==> config.mk <==
export PLATFORM = sky130hd
export DESIGN_NAME = data_mem_arbiter
export DESIGN_NICKNAME = d
export VERILOG_FILES = /design/src/rtl/data_mem_arbiter_pkg.sv /design/src/rtl/data_mem_arbiter_sat_counter.sv /design/src/rtl/data_mem_arbiter.sv
export SDC_FILE = /design/constraint.sdc
export NUM_CORES = 1
export LEC_CHECK = 0
export BUFFER_PORTS_ARGS = -buffer_cell sky130_fd_sc_hd__buf_2
export CAP_MARGIN = 0
export CORE_AREA = 2 2 89 91
export CTS_CLUSTER_SIZE = 40
export DETAILED_ROUTE_END_ITERATION = 16
export DIE_AREA = 0 0 91 93
export GPL_ROUTABILITY_DRIVEN = 0
export HOLD_SLACK_MARGIN = 0.05
export PLACE_DENSITY = 0.68
export REMOVE_ABC_BUFFERS = 1
export SLEW_MARGIN = 20
export SYNTH_ARGS = -nofsm -noshare
export SYNTH_HDL_FRONTEND = slang
export SYNTH_SLANG_ARGS = --single-unit
export TNS_END_PERCENT = 20
==> constraint.sdc <==
create_clock -name clk -period 1.6 [get_ports clk]
set_input_delay 0.32 -clock clk [delete_from_list [all_inputs] [get_ports clk]]
set_output_delay 0.32 -clock clk [all_outputs]
set_load 0.03 [all_outputs]
==> src/rtl/data_mem_arbiter_pkg.sv <==
// Shared definitions for the DataMemory arbiter: state encoding, default
// fairness parameters and a counter-width helper.
package data_mem_arbiter_pkg;

    // Which requester owns DataMemory by default this cycle.
    typedef enum logic {
        ARB_CPU = 1'b0,
        ARB_DBG = 1'b1
    } arb_state_t;

    // Debug may be refused this many cycles before a forced debug window.
    localparam int DEF_MAX_WAIT  = 4;
    // Maximum consecutive debug grants inside one forced window.
    localparam int DEF_BURST_MAX = 4;

    // Bits needed for a counter that must be able to hold max_val.
    function automatic int cnt_width(input int max_val);
        return $clog2(max_val + 1);
    endfunction

endpackage

==> src/rtl/data_mem_arbiter_sat_counter.sv <==
// Saturating up-counter with synchronous clear; used for the debug
// wait counter and the forced-window burst counter.
module data_mem_arbiter_sat_counter #(
    parameter int WIDTH = 3
) (
    input  logic             clk,
    input  logic             reset,
    input  logic             clear,
    input  logic             inc,
    output logic [WIDTH-1:0] count
);

    // Clear wins over increment; the count sticks at all-ones instead of wrapping.
    always_ff @(posedge clk) begin
        // NOTE: registers are written with <= so every flop samples pre-edge values.
        if (reset || clear) begin
            count <= '0;
        end else if (inc && (count != '1)) begin
            count <= count + 1'b1;
        end
    end

endmodule

==> src/rtl/data_mem_arbiter.sv <==
// Shares the single-port DataMemory between the CPU MEM stage (priority)
// and a debug/loader port, with a bounded wait and short forced debug
// windows so the host cannot be starved by a busy pipeline.
module data_mem_arbiter
    import data_mem_arbiter_pkg::*;
#(
    parameter int ADDR_W    = 10,
    parameter int DATA_W    = 32,
    parameter int MAX_WAIT  = DEF_MAX_WAIT,
    parameter int BURST_MAX = DEF_BURST_MAX
) (
    input  logic              clk,
    input  logic              reset,
    // CPU MEM stage
    input  logic              cpu_req,
    input  logic              cpu_we,
    input  logic [ADDR_W-1:0] cpu_addr,
    input  logic [DATA_W-1:0] cpu_wdata,
    output logic [DATA_W-1:0] cpu_rdata,
    output logic              cpu_stall,
    // debug / loader port
    input  logic              dbg_req,
    input  logic              dbg_we,
    input  logic [ADDR_W-1:0] dbg_addr,
    input  logic [DATA_W-1:0] dbg_wdata,
    output logic              dbg_gnt,
    output logic [DATA_W-1:0] dbg_rdata,
    output logic              dbg_rvalid,
    // DataMemory
    output logic              mem_we,
    output logic              mem_re,
    output logic [ADDR_W-1:0] mem_addr,
    output logic [DATA_W-1:0] mem_wdata,
    input  logic [DATA_W-1:0] mem_rdata
);

    localparam int WAIT_W  = cnt_width(MAX_WAIT);
    localparam int BURST_W = cnt_width(BURST_MAX);
    localparam logic [WAIT_W-1:0]  WAIT_LAST  = WAIT_W'(MAX_WAIT - 1);
    localparam logic [BURST_W-1:0] BURST_LAST = BURST_W'(BURST_MAX - 1);

    arb_state_t         state;
    arb_state_t         state_next;
    logic [WAIT_W-1:0]  wait_cnt;
    logic [BURST_W-1:0] burst_cnt;
    logic               wait_clear;
    logic               wait_inc;
    logic               burst_clear;
    logic               burst_inc;
    logic               sel_cpu;
    logic               sel_dbg;

    // Cycles the pending debug request has been refused in ARB_CPU.
    data_mem_arbiter_sat_counter #(.WIDTH(WAIT_W)) u_wait_cnt (
        .clk   (clk),
        .reset (reset),
        .clear (wait_clear),
        .inc   (wait_inc),
        .count (wait_cnt)
    );

    // Debug grants issued inside the current forced window.
    data_mem_arbiter_sat_counter #(.WIDTH(BURST_W)) u_burst_cnt (
        .clk   (clk),
        .reset (reset),
        .clear (burst_clear),
        .inc   (burst_inc),
        .count (burst_cnt)
    );

    // Arbitration state register.
    always_ff @(posedge clk) begin
        if (reset) begin
            state <= ARB_CPU;
        end else begin
            state <= state_next;
        end
    end

    // Next state, requester selection, handshakes and counter control.
    always_comb begin
        // NOTE: every output gets a default first so no path leaves it unassigned (no latch).
        state_next  = state;
        sel_cpu     = 1'b0;
        sel_dbg     = 1'b0;
        dbg_gnt     = 1'b0;
        cpu_stall   = 1'b0;
        wait_clear  = 1'b0;
        wait_inc    = 1'b0;
        burst_clear = 1'b0;
        burst_inc   = 1'b0;
        if (!reset) begin
            unique case (state)
                ARB_CPU: begin
                    burst_clear = 1'b1;
                    if (cpu_req) begin
                        sel_cpu = 1'b1;
                        if (dbg_req) begin
                            // Debug refused; after MAX_WAIT refusals force a window.
                            wait_inc = 1'b1;
                            if (wait_cnt == WAIT_LAST) begin
                                state_next = ARB_DBG;
                            end
                        end else begin
                            wait_clear = 1'b1;
                        end
                    end else begin
                        // Idle CPU slot: serve debug opportunistically.
                        wait_clear = 1'b1;
                        if (dbg_req) begin
                            sel_dbg = 1'b1;
                            dbg_gnt = 1'b1;
                        end
                    end
                end
                ARB_DBG: begin
                    cpu_stall  = cpu_req;
                    wait_clear = 1'b1;
                    if (dbg_req) begin
                        sel_dbg   = 1'b1;
                        dbg_gnt   = 1'b1;
                        burst_inc = 1'b1;
                        if (burst_cnt == BURST_LAST) begin
                            state_next  = ARB_CPU;
                            burst_clear = 1'b1;
                        end
                    end else begin
                        // Host has nothing more to do; hand memory back early.
                        state_next  = ARB_CPU;
                        burst_clear = 1'b1;
                    end
                end
                default: state_next = ARB_CPU;
            endcase
        end
    end

    // Route the selected requester onto DataMemory; idle bus drives zeros.
    always_comb begin
        mem_we    = 1'b0;
        mem_re    = 1'b0;
        mem_addr  = '0;
        mem_wdata = '0;
        cpu_rdata = '0;
        if (sel_cpu) begin
            mem_we    = cpu_we;
            mem_re    = ~cpu_we;
            mem_addr  = cpu_addr;
            mem_wdata = cpu_wdata;
            cpu_rdata = mem_rdata;
        end else if (sel_dbg) begin
            mem_we    = dbg_we;
            mem_re    = ~dbg_we;
            mem_addr  = dbg_addr;
            mem_wdata = dbg_wdata;
        end
    end

    // Capture debug read data; rvalid pulses the cycle after a granted read.
    always_ff @(posedge clk) begin
        if (reset) begin
            dbg_rdata  <= '0;
            dbg_rvalid <= 1'b0;
        end else begin
            dbg_rvalid <= dbg_gnt & ~dbg_we;
            if (dbg_gnt && !dbg_we) begin
                dbg_rdata <= mem_rdata;
            end
        end
    end

endmodule

==> flow_summary.ini, run 1 <==
[outcome]
outcome = finished, violations left
violations = negative setup slack

[placed_design]
numPlacedInstances = 528
hpwl_mm = 6.30
portBuffers = 232
post_dp_cell_area_um2 = 3350

[final_layout]
post-route-util_pct = 55.9
finalNonFillerCells = 546
fin_nets = 571
area_growth_syn_to_layout_pct = 102
drive_gt1_share_pct = 63.7
stdcell_area_um2 = 4210
n_antenna_cell = 0

[sta]
rsz0062_at_grt = yes
fmax_mhz = 531
whs_ns = 0.253
hold_viol_final = 0
period_minus_slack_ns = 1.88
fin_ws_ns = -0.283
min_period_over_period_pct = 118
setup_viol = 77
slew_viol_final = 0
worstMarginPinSlew_ns = 0.249
maxSlewHeadroom_pct = 83.3
clock_skew_ns = 0.00899

[yosys]
synth_top_family_by_area = compound AO/OA/AOI/OAI gates
ys_ff_latch = 40
synth_top_cell_area_share_pct = 38.4
netlist_area_um2 = 2080
synthSimpleGateAreaFrac_pct = 16.3
synth_edf_count = 0
synth-compound-area-share_pct = 33.4
synth_commonest_cells = a22o_1, dfxtp_1, and2_1
yosys_warnings = 0
synthArstFlopShare_pct = 0
avgSynthCellArea_um2 = 10.2
synth-seq-area-share_pct = 38.4
synth-main-ff-cell = dfxtp_1
synth.distinct_cells = 22
synth.area.mux_share_pct = 0.960
synth_cells = 204
post-synth-top-count-cell = a22o_1
synthAdderAreaFrac_pct = 3.60
synth_xor_xnor_area_share_pct = 0.840
ys_top_cells_by_area = dfxtp_1, a22o_1, and2_1
synth_area_leader_cell = dfxtp_1

[clock_tree]
clk_latency_ns = 0.29
clockBufferDepth = 2
cts-root-buf = clkbuf_8
numClockSinks = 40
htree_levels = 2
cts_tree = yes
cts_buffers = 5
clk_pin_slew_worst_paths_ns = 0.09

[power]
peakVddDrop_mv = 0.338
cellLeakagePower_nw = 2.20
p_per_area_nw_per_um2 = 691

[die]
start_util_pct = 27.7
coreArea_um2 = 7530
dieArea_um2 = 8460
die_w_um = 91
ios = 233
rows = 32
die_y_um = 93

[critical_path]
r2r_cells = 6
cp_max_fo = 7
path_class = flop to output pin
worstPathArrival_ns = 1.56
worst_setup_path_start_kind = flop
cp-end-kind = output pin
crit_required_ns = 1.28

[flow_run]
drv_cap = 0

[routing]
routed_wl_mm = 9.57
routedWlPerCell_um = 17.5
antenna_left = 0
vias_per_cell = 4.84
dr_total_vias = 2640
drtPass1Iterations = 4
post-route-drc-count = 0
initialDrtViolationCount = 103

[grt]
grt_overflow = 0
grt_pass1_vias = 2397
grt_usage_pct = 18.9
antenna_found_initial = 0
grt_pass1_wl_mm = 12.8
grt_max_degree = 45

[min_path]
holdPathStages = 2
hold_path.class = input port to flop
[routing by layer]
metal | track usage, % | vias up | wire (um) | share of wire (%)
met4 | 2.90 | 0 | 38 | 0.40
met1 | 24.5 | 1248 | 4170 | 44
met2 | 32.1 | 146 | 4670 | 49
li1 | - | 1240 | - | -
met5 | 0 | - | 0 | 0
met3 | 5.16 | 6 | 687 | 7.2
[sequential cells by signal, summed over array words and instances (netlist names)]
name	cells
state	1
u_burst_cnt.count	3
dbg_rdata	32
dbg_rvalid	1
u_wait_cnt.count	3
[cells by family (layout without fill, tap and decap cells)]
logic type               after synthesis  count (layout)
AND/OR/NAND/NOR                       53              53
buffers and inverters                 22             262
adder cells (fa/ha/maj)                6               6
AO/OA/AOI/OAI                         79              79
flip-flops                            40              40
XOR/XNOR                               2               2
multiplexers                           2               2
[worst max-delay path, stage by stage (launching register included)]
cell	delay, ns
dfxtp_4	0.38
nand2b_4	0.13
nor2_4	0.04
buf_4	0.15
clkbuf_16	0.16
a22o_4	0.26
buf_6	0.14
[through the flow]
stage / power, mW / setup TNS, ns / setup slack [ns]
2_1_floorplan: 1.50 / -69.90 / -0.938
3_3_place_gp: 1.84 / -1.04 / -0.0960
3_5_place_dp: 1.85 / -0.743 / -0.0929
4_1_cts: 2.82 / -23.45 / -0.356
5_1_grt: 3.03 / -21.79 / -0.333
6_report: 2.91 / -17.52 / -0.283
[layout by cell type, fill, tap and decap left out]
cell / n
buf_2: 155
buf_6: 79
a22o_1: 69
dfxtp_1: 39
and2_1: 21
and2_4: 11
nor2_1: 9
buf_4: 7
a22o_4: 6
ha_1: 6
buf_12: 6
clkbuf_8: 5
inv_1: 4
nand2_1: 3
clkbuf_16: 3
nand2b_4: 2
nor2_4: 2
mux2i_1: 2
xor2_1: 2
a21oi_1: 2
nor2b_4: 1
nor3_4: 1
a21o_1: 1
a31oi_4: 1
nor2b_1: 1
nand3b_1: 1
nand3_1: 1
clkinvlp_4: 1
inv_6: 1
bufinv_16: 1
dfxtp_4: 1
[layout make-up]
cell class / instances / area (um2)
clock buffer: 5 / 68.8
sequential: 40 / 805
multi-input combinational: 142 / 1230
timing repair buffer: 250 / 1910
inverter: 4 / 15.0
tap: 102 / 128
clock inverter: 3 / 46.3
fill: 673 / 3320
[report_power, final]
group,internal [mW],switching (mW),leakage [nW]
Clock,0.470,0.384,0.0548
Sequential,1.02,0.0137,0.326
Combinational,0.474,0.544,1.82
Total,1.97,0.941,2.20
[what timing repair did]
| action | 4_1_cts | 5_1_grt |
|---|---|---|
| gates cloned | 1 | 4 |
| buffers inserted | 1 | 5 |
| pin swaps | 3 | 24 |
| hold buffers | 0 | 0 |
| resized for setup | 82 | 120 |
| endpoints found under the setup margin | 77 | 77 |
[path summary, 6_finish.rpt]
check / to / startpoint / slack, ns
setup / recovery: mem_wdata[3] / state$_SDFF_PP0_ / -0.28
hold / removal: dbg_rdata[11]$_SDFFE_PP0P_ / mem_rdata[11] / 0.25
setup reg to reg: dbg_rdata[8]$_SDFFE_PP0P_ / state$_SDFF_PP0_ / 0.15
hold reg to reg: dbg_rdata[18]$_SDFFE_PP0P_ / dbg_rdata[18]$_SDFFE_PP0P_ / 0.47
Power figures use the tool's default switching activity.
==> run 2, diff against run 1 <==
==> constraint.sdc (replaced) <==
create_clock -name clk -period 1.6 [get_ports clk]
set_input_delay 0.16 -clock clk [delete_from_list [all_inputs] [get_ports clk]]
set_output_delay 0.16 -clock clk [all_outputs]
set_load 0.03 [all_outputs]
==> run 2 against run 1 <==
  * The flow still finishes with violations (negative setup slack)
  * Sequential power hardly changed
  * Cell area is 1.4% higher
  * Via count is 0.15% higher
  * First-iteration DRC count is 5.8% higher
  * Flip-flop and latch count stayed put
  * Sequential share of layout area is 0.26 points lower
  * Hold slack worse by 0.16 ns
  * Die area stayed put
  * Critical path type unchanged
  * Largest cell class unchanged
==> flow_summary.ini, run 2 (synthesis results as in run 1) <==
[clock_tree]
clk_latency_ns = 0.29
htree_levels = 2
clk_pin_slew_worst_paths_ns = 0.09
clockBufferDepth = 2
cts_buffers = 5
numClockSinks = 40
cts-root-buf = clkbuf_8
cts_tree = yes

[critical_path]
cp_cell_sequence = nand2b_4 -> nor2_4 -> buf_6 -> clkbuf_16 -> a22o_1 -> buf_6
crit_required_ns = 1.44
critPathBufInv = 3
max_stage_delay_ns = 0.37
worstPathArrival_ns = 1.58
path_common_cell = buf_6
cp-end-kind = output pin
slowest_stage = dfxtp_4
cp_max_fo = 6
worst_setup_path_start_kind = flop
cp_top_family = buffers and inverters
path_class = flop to output pin

[placed_design]
portBuffers = 232
post_dp_cell_area_um2 = 3340
pre_cts_ws_ns = 0.0908
hpwl_mm = 6.15
numPlacedInstances = 525

[routing]
dr_total_vias = 2644
routed_wl_mm = 9.45
routedWlPerCell_um = 17.3
initialDrtViolationCount = 109
drtPass1Iterations = 4
post-route-drc-count = 0
antenna_left = 0
vias_per_cell = 4.85

[die]
start_util_pct = 27.7
coreArea_um2 = 7530
die_y_um = 93
dieArea_um2 = 8460
die_w_um = 91
rows = 32
ios = 233

[final_layout]
area_growth_syn_to_layout_pct = 105
stdcell_area_um2 = 4270
fin_nets = 570
reg_top3 = dbg_rdata (32), u_burst_cnt.count (3), u_wait_cnt.count (3)
n_fill_cell = 673
largest_reg_flops = 32
top_register = dbg_rdata
final_cell_mix = buf_2, buf_6, a22o_1
post-route-util_pct = 56.7
layout_commonest_cell = buf_2
n_antenna_cell = 0
finalNonFillerCells = 545
drive_gt1_share_pct = 66.6

[power]
p_per_area_nw_per_um2 = 683
cellLeakagePower_nw = 2.24
peakVddDrop_mv = 0.445
power_mw = 2.92

[sta]
min_period_over_period_pct = 109
fmax_mhz = 574
whs_ns = 0.0917
clock_skew_ns = 0.00760
hold_viol_final = 0
slew_viol_final = 0
tns_ns = -6.68
period_minus_slack_ns = 1.74
worstMarginPinSlew_ns = 0.225
setup_viol = 76
maxSlewHeadroom_pct = 85.0
fin_ws_ns = -0.142
rsz0062_at_grt = yes

[min_path]
hold_path.class = input port to flop

[grt]
grt_pass1_wl_mm = 12.5
grt_usage_pct = 18.2
grt_max_degree = 45
grt_overflow = 0
grt_pass1_vias = 2498
antenna_found_initial = 0

[outcome]
outcome = finished, violations left
violations = negative setup slack

[flow_run]
drv_cap = 0
## run 2: cell type report
| class | count | area [um2] | share of cell area [%] |
|---|---|---|---|
| clock inverter | 3 | 46.3 | 1.09 |
| clock buffer | 5 | 68.8 | 1.61 |
| multi-input combinational | 142 | 1280 | 29.9 |
| sequential | 40 | 805 | 18.9 |
| inverter | 4 | 15.0 | 0.352 |
| tap | 102 | 128 | 2.99 |
| timing repair buffer | 249 | 1930 | 45.2 |
## run 2: final timing paths
| kind | startpoint | to | slack, ns | cells past startpoint |
|---|---|---|---|---|
| setup / recovery | state$_SDFF_PP0_ | mem_wdata[12] | -0.14 | 6 |
| hold / removal | mem_rdata[26] | dbg_rdata[26]$_SDFFE_PP0P_ | 0.09 | 2 |
| setup reg to reg | state$_SDFF_PP0_ | dbg_rdata[22]$_SDFFE_PP0P_ | 0.25 | 5 |
| hold reg to reg | dbg_rdata[31]$_SDFFE_PP0P_ | dbg_rdata[31]$_SDFFE_PP0P_ | 0.47 | 1 |
## run 2: report_power, final
part | internal (mW) | switching (mW) | total [mW]
clock | 0.470 | 0.366 | 0.836
combinational | 0.494 | 0.549 | 1.04
sequential | 1.02 | 0.0144 | 1.04
## run 2: per-layer routing
layer  part of all wire [%]  GRT usage (%)
met1                     41           22.4
met2                     49           32.2
met3                    8.9           4.92
met4                   0.92           3.54
met5                      0              0
## run 2: timing repair
action | 4_1_cts | 5_1_grt
pin swaps | 10 | 44
hold buffers | 0 | 0
endpoints found under the setup margin | 76 | 76
gates cloned | 1 | 6
resized for setup | 101 | 113
setup buffers | 1 | 5
==> run 3, diff against run 2 <==
PLACE_DENSITY = 0.74   (was 0.68)
==> run 3 against run 2 <==
  * The flow still finishes with violations (negative setup slack)
  * Worst setup slack got worse by 0.049 ns
  * Sequential power about the same
  * Sequential share of layout area fell by 0.67 points
  * Register-to-register slack worse by 0.27 ns
  * Critical endpoint is now mem_wdata[2]
  * Die area is the same
==> flow_summary.ini, run 3 (synthesis results as in run 1) <==
[outcome]
outcome = finished, violations left
violations = negative setup slack

[critical_path]
crit_required_ns = 1.44
path_common_cell = buf_6
worst_setup_path_start_kind = flop
timing.rr.end = dbg_rdata[20]$_SDFFE_PP0P_
r2r_cells = 4
cp_cell_sequence = nand2b_4 -> nor2_4 -> buf_6 -> buf_4 -> buf_12 -> a22o_4 -> buf_6
timing.rr.start = state$_SDFF_PP0_
slowest_stage = dfxtp_4
max_stage_delay_ns = 0.36
cp-end-kind = output pin
worstPathArrival_ns = 1.63
path_class = flop to output pin
cp_max_fo = 10
regToRegSetupSlack_ns = -0.02

[grt]
grt_max_degree = 34
grt_usage_pct = 21.0
grt_overflow = 0
grt_pass1_vias = 2610
grt_pass1_wl_mm = 14.1
antenna_found_initial = 0

[clock_tree]
htree_levels = 2
cts-root-buf = clkbuf_8
numClockSinks = 40
cts_buffers = 5
clk_latency_ns = 0.29
cts_tree = yes
clk_pin_slew_worst_paths_ns = 0.09
hold_buffers = 0
clockBufferDepth = 2

[die]
coreArea_um2 = 7530
start_util_pct = 27.7
die_y_um = 93
dieArea_um2 = 8460
rows = 32
ios = 233
die_w_um = 91

[sta]
maxSlewHeadroom_pct = 40.9
setup_viol = 85
rsz0062_at_grt = yes
period_minus_slack_ns = 1.79
fmax_mhz = 558
worstMarginPinSlew_ns = 0.887
fin_ws_ns = -0.191
slew_viol_final = 0
hold_viol_final = 0
min_period_over_period_pct = 112
clock_skew_ns = 0.00619

[min_path]
holdPathStages = 2
holdCritStartpoint = mem_rdata[11]
hold_path.class = input port to flop
holdPathEnd = dbg_rdata[11]$_SDFFE_PP0P_

[power]
p_per_area_nw_per_um2 = 668
peakVddDrop_mv = 0.497
cellLeakagePower_nw = 2.31

[final_layout]
n_antenna_cell = 0
layout_commonest_cell = buf_2
final_cell_mix = buf_2, buf_6, a22o_1
area_growth_syn_to_layout_pct = 112
largest_reg_flops = 32
n_fill_cell = 628
finalNonFillerCells = 553
multi_input_area_um2 = 1240
fin_nets = 578
drive_gt1_share_pct = 67.6
seq_area_um2 = 805
top_register = dbg_rdata
reg_top3 = dbg_rdata (32), u_burst_cnt.count (3), u_wait_cnt.count (3)

[flow_run]
drv_cap = 0

[placed_design]
pre_cts_ws_ns = 0.0125
numPlacedInstances = 523
portBuffers = 232
hpwl_mm = 6.08

[routing]
post-route-drc-count = 0
routed_wl_mm = 10.2
vias_per_cell = 4.85
antenna_left = 0
dr_total_vias = 2682
routedWlPerCell_um = 18.4
initialDrtViolationCount = 170
drtPass1Iterations = 4
## run 3: cell types whose count changed in the layout (fill, tap and decap cells not counted), sizes merged
cell,previous run,this run
buf,245,250
bufbuf,0,3
## run 3: area by class of cell
cell class,count,share of cell area [%]
multi-input combinational,142,28.1
clock buffer,5,1.56
inverter,4,0.339
sequential,40,18.2
clock inverter,3,1.05
tap,102,2.88
timing repair buffer,257,47.9
## run 3: power breakdown
| part | switching, mW | internal (mW) |
|---|---|---|
| Combinational | 0.554 | 0.527 |
| Sequential | 0.0150 | 1.02 |
| Clock | 0.365 | 0.470 |
## run 3: per-stage QoR
| step | util (%) | power [mW] | area [um2] | hold slack, ns | TNS [ns] |
|---|---|---|---|---|---|
| floorplan | - | 1.50 | 1960 | 0.293 | -57.74 |
| global placement | 44.1 | 1.83 | 3320 | 0.388 | 0 |
| detailed placement | 44.1 | 1.83 | 3320 | 0.389 | 0 |
| CTS | 55.5 | 2.88 | 4170 | 0.0786 | -11.60 |
| global route | 58.8 | 3.07 | 4420 | 0.0903 | -18.29 |
| finish | 58.8 | 2.95 | 4420 | 0.0952 | -11.75 |
## run 3: worst max path at each step
stage | to | from | cells after the start
after global placement | mem_wdata[2] | state$_SDFF_PP0_ | 5
after global routing | mem_wdata[2] | state$_SDFF_PP0_ | 7
after floorplan | mem_addr[0] | state$_SDFF_PP0_ | 3
after CTS | mem_addr[5] | state$_SDFF_PP0_ | 6
final | mem_wdata[2] | state$_SDFF_PP0_ | 7
after detailed placement | dbg_rdata[20]$_SDFFE_PP0P_ | state$_SDFF_PP0_ | 3
## run 3: what timing repair did
| item | CTS | global route |
|---|---|---|
| cloned | 7 | 5 |
| setup endpoints to repair | 77 | 109 |
| hold endpoints to repair | 0 | 0 |
| resized for setup | 149 | 48 |
| buffers inserted | 8 | 3 |
| pin swaps | 41 | 40 |
## run 3: worst max-delay path: cells and delay by family (launching register included)
family                 cells  cell delay [ns]
flip-flops                 1             0.36
AND/OR/NAND/NOR            2             0.18
buffers and inverters      4             0.53
AO/OA/AOI/OAI              1             0.26
## run 3: metal layers
layer,GRT usage [%],part of all wire (%),vias up
met3,5.40,8.1,2
met5,0,0,-
li1,-,-,1259
met1,26.9,41,1286
met4,2.53,0.17,0
met2,36.6,51,135
